**src/rtl/regfile_pkg.sv**
```systemverilog
// Shared constants and FSM state type for the register-file dump engine.
package regfile_pkg;

  localparam int unsigned REGF_DATA_W = 32;
  localparam int unsigned REGF_ADDR_W = 5;
  localparam int unsigned REGF_DEPTH  = 32;

  typedef enum logic [2:0] {
    IDLE,
    FETCH,
    SENDA,
    SENDB,
    CSUM,
    FIN
  } dump_state_t;

endpackage

```
**src/rtl/regfile_dump_buf.sv**
```systemverilog
// Two-word capture buffer: both read ports are latched on the fetch edge and
// held until the next fetch, so backpressure never disturbs the presented word.
module regfile_dump_buf #(
  parameter int unsigned DATA_W = 32
) (
  input  logic              i_clk,
  input  logic              i_rst_n,
  input  logic              i_capture,
  input  logic              i_sel_b,
  input  logic [DATA_W-1:0] i_data_a,
  input  logic [DATA_W-1:0] i_data_b,
  output logic [DATA_W-1:0] o_data
);

  logic [DATA_W-1:0] r_buf_a;
  logic [DATA_W-1:0] r_buf_b;

  always_ff @(posedge i_clk) begin
    if (!i_rst_n) begin
      r_buf_a <= '0;
      r_buf_b <= '0;
    end else if (i_capture) begin
      r_buf_a <= i_data_a;
      r_buf_b <= i_data_b;
    end
  end

  always_comb begin
    o_data = i_sel_b ? r_buf_b : r_buf_a;
  end

endmodule

```
**src/rtl/regfile_dump.sv**
```systemverilog
// Sweeps a wrapping address range through both register-file read ports and streams
// the words on a valid/ready interface. REGDUMP_CSUM_EN appends an XOR checksum beat.
module regfile_dump
  import regfile_pkg::*;
#(
  parameter int unsigned DATA_W = REGF_DATA_W,
  parameter int unsigned ADDR_W = REGF_ADDR_W,
  parameter int unsigned DEPTH  = REGF_DEPTH
) (
  input  logic              i_clk,
  input  logic              i_rst_n,
  input  logic              i_start,
  input  logic [ADDR_W-1:0] i_first_addr,
  input  logic [ADDR_W:0]   i_num_words,
  output logic [ADDR_W-1:0] o_src_add1,
  output logic [ADDR_W-1:0] o_src_add2,
  input  logic [DATA_W-1:0] i_rd_data1,
  input  logic [DATA_W-1:0] i_rd_data2,
  output logic [DATA_W-1:0] o_out_data,
  output logic              o_out_valid,
  input  logic              i_out_ready,
  output logic              o_out_last,
  output logic              o_busy,
  output logic              o_done
);

`ifdef REGDUMP_CSUM_EN
  localparam dump_state_t END_ST = CSUM;
`else
  localparam dump_state_t END_ST = FIN;
`endif

  dump_state_t       r_state;
  dump_state_t       w_state_next;
  logic [ADDR_W-1:0] r_ptr;
  logic [ADDR_W:0]   r_rem;
  logic [ADDR_W-1:0] r_src_add1;
  logic [ADDR_W-1:0] r_src_add2;
  logic [ADDR_W:0]   w_count;
  logic [DATA_W-1:0] w_buf_data;
  logic              w_hs;
  logic              w_rem_last;
`ifdef REGDUMP_CSUM_EN
  logic [DATA_W-1:0] r_csum;
`endif

  assign w_count    = (i_num_words > (ADDR_W+1)'(DEPTH)) ? (ADDR_W+1)'(DEPTH) : i_num_words;
  assign w_hs       = o_out_valid & i_out_ready;
  assign w_rem_last = (r_rem == (ADDR_W+1)'(1));

  always_ff @(posedge i_clk) begin
    if (!i_rst_n) begin
      r_state <= IDLE;
    end else begin
      r_state <= w_state_next;
    end
  end

  always_comb begin
    w_state_next = r_state;
    unique case (r_state)
      IDLE: begin
        if (i_start) begin
          w_state_next = (w_count == '0) ? END_ST : FETCH;
        end
      end
      FETCH: w_state_next = SENDA;
      SENDA: begin
        if (w_hs) begin
          w_state_next = w_rem_last ? END_ST : SENDB;
        end
      end
      SENDB: begin
        if (w_hs) begin
          w_state_next = w_rem_last ? END_ST : FETCH;
        end
      end
      CSUM: begin
        if (w_hs) begin
          w_state_next = FIN;
        end
      end
      FIN:     w_state_next = IDLE;
      default: w_state_next = IDLE;
    endcase
  end

  // Read addresses are registered so they hold their last fetch value between fetches.
  always_ff @(posedge i_clk) begin
    if (!i_rst_n) begin
      r_ptr      <= '0;
      r_rem      <= '0;
      r_src_add1 <= '0;
      r_src_add2 <= '0;
    end else begin
      unique case (r_state)
        IDLE: begin
          if (i_start) begin
            r_ptr <= i_first_addr;
            r_rem <= w_count;
            if (w_count != '0) begin
              r_src_add1 <= i_first_addr;
              r_src_add2 <= i_first_addr + ADDR_W'(1);
            end
          end
        end
        FETCH: r_ptr <= r_ptr + ADDR_W'(2);
        SENDA: begin
          if (w_hs) begin
            r_rem <= r_rem - (ADDR_W+1)'(1);
          end
        end
        SENDB: begin
          if (w_hs) begin
            r_rem <= r_rem - (ADDR_W+1)'(1);
            if (!w_rem_last) begin
              r_src_add1 <= r_ptr;
              r_src_add2 <= r_ptr + ADDR_W'(1);
            end
          end
        end
        default: ;
      endcase
    end
  end

`ifdef REGDUMP_CSUM_EN
  always_ff @(posedge i_clk) begin
    if (!i_rst_n) begin
      r_csum <= '0;
    end else if (r_state == IDLE && i_start) begin
      r_csum <= '0;
    end else if ((r_state == SENDA || r_state == SENDB) && w_hs) begin
      r_csum <= r_csum ^ w_buf_data;
    end
  end
`endif

  regfile_dump_buf #(
    .DATA_W (DATA_W)
  ) u_buf (
    .i_clk     (i_clk),
    .i_rst_n   (i_rst_n),
    .i_capture (r_state == FETCH),
    .i_sel_b   (r_state == SENDB),
    .i_data_a  (i_rd_data1),
    .i_data_b  (i_rd_data2),
    .o_data    (w_buf_data)
  );

  always_comb begin
    o_src_add1  = r_src_add1;
    o_src_add2  = r_src_add2;
    o_out_data  = '0;
    o_out_valid = 1'b0;
    o_out_last  = 1'b0;
    o_busy      = (r_state != IDLE) && (r_state != FIN);
    o_done      = (r_state == FIN);
    unique case (r_state)
      SENDA, SENDB: begin
        o_out_data  = w_buf_data;
        o_out_valid = 1'b1;
`ifndef REGDUMP_CSUM_EN
        o_out_last  = w_rem_last;
`endif
      end
      CSUM: begin
`ifdef REGDUMP_CSUM_EN
        o_out_data  = r_csum;
        o_out_last  = 1'b1;
`endif
        o_out_valid = 1'b1;
      end
      default: ;
    endcase
  end

endmodule

```
**config.mk**
```make
export PLATFORM = sky130hd
export DESIGN_NAME = regfile_dump
export DESIGN_NICKNAME = d
export VERILOG_FILES = /design/src/rtl/regfile_pkg.sv /design/src/rtl/regfile_dump_buf.sv /design/src/rtl/regfile_dump.sv
export SDC_FILE = /design/constraint.sdc
export NUM_CORES = 1
export LEC_CHECK = 0
export ABC_CLOCK_PERIOD_IN_PS = 3190
export BUFFER_PORTS_ARGS = -buffer_cell sky130_fd_sc_hd__clkbuf_2
export CORE_UTILIZATION = 58
export CTS_BUF_LIST = sky130_fd_sc_hd__clkbuf_8
export CTS_CLUSTER_DIAMETER = 100
export DETAILED_ROUTE_END_ITERATION = 8
export PLACE_DENSITY = 0.88
export SLEW_MARGIN = 10
export SYNTH_ARGS = -nofsm -noshare
export SYNTH_HDL_FRONTEND = slang
export SYNTH_SLANG_ARGS = --single-unit
```
**constraint.sdc**
```tcl
create_clock -name i_clk -period 3.19 [get_ports i_clk]
set_input_delay 0.319 -clock i_clk [delete_from_list [all_inputs] [get_ports i_clk]]
set_output_delay 0.319 -clock i_clk [all_outputs]
set_load 0.03 [all_outputs]
```
==> reports/qor.csv <==
stage,metric,value,unit
routing,drt_iter0_markers,285,
synth,ys_seq_area_frac,0.400,
place,hpwl,7.29,mm
floorplanning,die_x,89.1,um
setup_path,r2r-start,r_state[2]$_SDFFE_PN0P_,
synth,synth.distinct_cells,49,
clock_network,cts_sinks,88,
worst_hold_path,min_path_type,in -> reg,
setup_path,cp_data_arrival_time,2.28,ns
cells_and_area,design_area,5190,um2
cells_and_area,multi_input_area,2410,um2
routing,drcViolationCount,0,
synth,synth_cells,535,
setup_path,worstSetupPathType,reg -> out,
routing,avgViaCountPerCell,5.44,
synth,avgSynthCellArea,8.23,um2
status,status,"finished, final reports clean",
place,preCtsSetupSlack,0.813,ns
global_routing,overflow,0,
setup_path,r2r_slack,0.80,ns
sta,max_freq,385,MHz
global_routing,grt_usage,0.275,
setup_path,cp-end-kind,primary output,
sta,setup_tns,0,ns
sta,tightest_slew,1.14,ns
floorplanning,io_pins,125,
floorplanning,coreArea,7290,um2
global_routing,busiest_layer,met2,
clock_network,clkTransAtPathRegs,0.08,ns
run,maxCapViolCount,0,
place,port_buffers,124,
place,globalplace.congestion,0.824,
routing,ant_nets,0,
worst_hold_path,min_to,u_buf.r_buf_a[20]$_SDFFE_PN0P_,
sta,fin_ws,0.595,ns
sta,relSlewSlack,0.235,
pwr,leakagePower,2.19,nW
sta,slew_viol_final,0,
setup_path,path_cells,"nand2b_2, nor2_1, clkbuf_2",
sta,clock_skew,0.00690,ns
routing,drtPass1Iterations,4,
floorplanning,start_util,0.604,
sta,finalHoldViolCount,0,
clock_network,cts_tree,done,
routing,drt_wl_total,10.5,mm
floorplanning,num_rows,31,
cells_and_area,drive_above_1_share,0.245,
global_routing,antenna_found_initial,0,
routing,wl_per_cell,14.2,um
place,post_dp_cell_area,4980,um2
clock_network,clockBufferDepth,2,
setup_path,crit_start,r_state[1]$_SDFFE_PN0P_,
cells_and_area,finish.net_count,720,
synth,syn_nets,618,
clock_network,cts_hold_buf,0,
setup_path,rr_endpoint,o_src_add2[2]$_SDFFE_PN0P_,
synth,syn_area,4400,um2
cells_and_area,final_common_cell,nand2_1,
cells_and_area,n_antenna_cell,0,
pwr,powerDensity,500,nW/um2
cells_and_area,regArea,1760,um2
sta,min_period,2.60,ns
sta,post-route-period-util,0.814,
worst_hold_path,min_path_cells,3,
floorplanning,fp.dieH,89.1,um
sta,setup_violations,0,
global_routing,use_met3,0.0379,
synth,ys.flop_type,dfxtp_1,
clock_network,cts_resized,0,
global_routing,first_global_vias,3813,
clock_network,h-tree-depth,3,
setup_path,critical-path-slowest-cell,dfxtp_1,
synth,ys_async_sr_fraction,0,
setup_path,worst-r2r-cell-count,7,
cells_and_area,fill_cells,613,
setup_path,cp_max_fo,41,
global_routing,met2_usage,0.492,
cells_and_area,final_cell_mix,"nand2_1 (155), clkbuf_2 (124), dfxtp_1 (87)",
global_routing,met1_usage,0.332,
pwr,peakVddDrop,297,uV
cells_and_area,area_growth,17.8,%
worst_hold_path,hp-start,i_rd_data1[20],
synth,synth_edf_count,0,
synth,ys_seq_elements,88,
sta,hold_slack,0.176,ns
setup_path,critPathLaunchType,flip-flop,
global_routing,grt_max_degree,67,
synth,yosysWarnings,0,
sta,rsz0062_at_grt,no,
global_routing,grt_pass1_wl,17.0,mm
floorplanning,die-area,7940,um2
setup_path,cp_data_required_time,2.87,ns
clock_network,clockRootBuffer,clkbuf_8,
setup_path,max_stage_delay,0.73,ns
clock_network,post_cts_buffers,0,
clock_network,clock_latency,0.35,ns
clock_network,tritoncts.num_buffers,9,
routing,via_count,4023,
[through the flow]
stage | std cells | total power, mW | util
6_report | 740 | 2.59 | 0.711
4_1_cts | 740 | 2.60 | 0.711
3_3_place_gp | 725 | 1.79 | 0.683
5_1_grt | 740 | 2.71 | 0.711
2_1_floorplan | 535 | 1.67 | -
3_5_place_dp | 725 | 1.81 | 0.683
[kinds of logic after synthesis]
family | share of synthesized area
AO/OA/AOI/OAI | 0.174
XOR/XNOR | 0.00597
adder cells (fa/ha/maj) | 0.0114
buffers and inverters | 0.0534
flip-flops | 0.400
multiplexers | 0.110
AND/OR/NAND/NOR | 0.244
[routing by layer]
layer,routed length (um),vias up
li1,-,1991
met1,4500,1880
met2,5250,134
met3,537,18
met4,195,0
met5,0,-
[sequential cells by signal, indices dropped and copies added, names as in the netlist]
signal	count
r_state	3
o_src_add2	5
r_rem	6
u_buf.r_buf_b	32
r_ptr	5
o_src_add1	5
u_buf.r_buf_a	32
[power breakdown]
group | total (mW) | internal (mW) | switching (mW)
logic | 0.527 | 0.212 | 0.314
clock network | 0.801 | 0.420 | 0.381
registers | 1.26 | 1.19 | 0.0790
[cell usage after synthesis (7+ instances only)]
cell,number,area share
mux2i_1,44,0.10
nand3_1,7,0.0080
a21oi_1,9,0.010
clkbuf_1,15,0.013
a21boi_0,59,0.10
o21ai_0,11,0.013
nor2_1,43,0.037
nand2_1,155,0.13
nor3b_1,10,0.017
buf_2,14,0.016
a21boi_1,11,0.019
dfxtp_1,88,0.40
[worst max-delay path: cells and delay by family, from the launching register on]
kind	cells	cell delay, ns
buffers and inverters	1	0.24
AND/OR/NAND/NOR	2	0.95
flip-flops	1	0.73
[area by class of cell]
type                       count  share of cell area
tap                           99              0.0239
clock buffer                  12              0.0318
multi-input combinational    403               0.464
timing repair buffer         130               0.128
clock inverter                 3             0.00796
sequential                    88               0.340
inverter                       5             0.00362
[worst max-delay path by stage]
stage                                 endpoint  slack [ns]  cells after the start
CTS                             o_out_data[22]        0.60                      3
global route                     o_out_data[8]        0.46                      3
floorplan           o_src_add2[2]$_SDFFE_PN0P_        1.28                      7
finish                          o_out_data[22]        0.59                      3
global placement    o_src_add2[2]$_SDFFE_PN0P_        0.95                      7
detailed placement  o_src_add2[2]$_SDFFE_PN0P_        0.81                      7
Note: power is estimated with default switching activity, not from simulation.
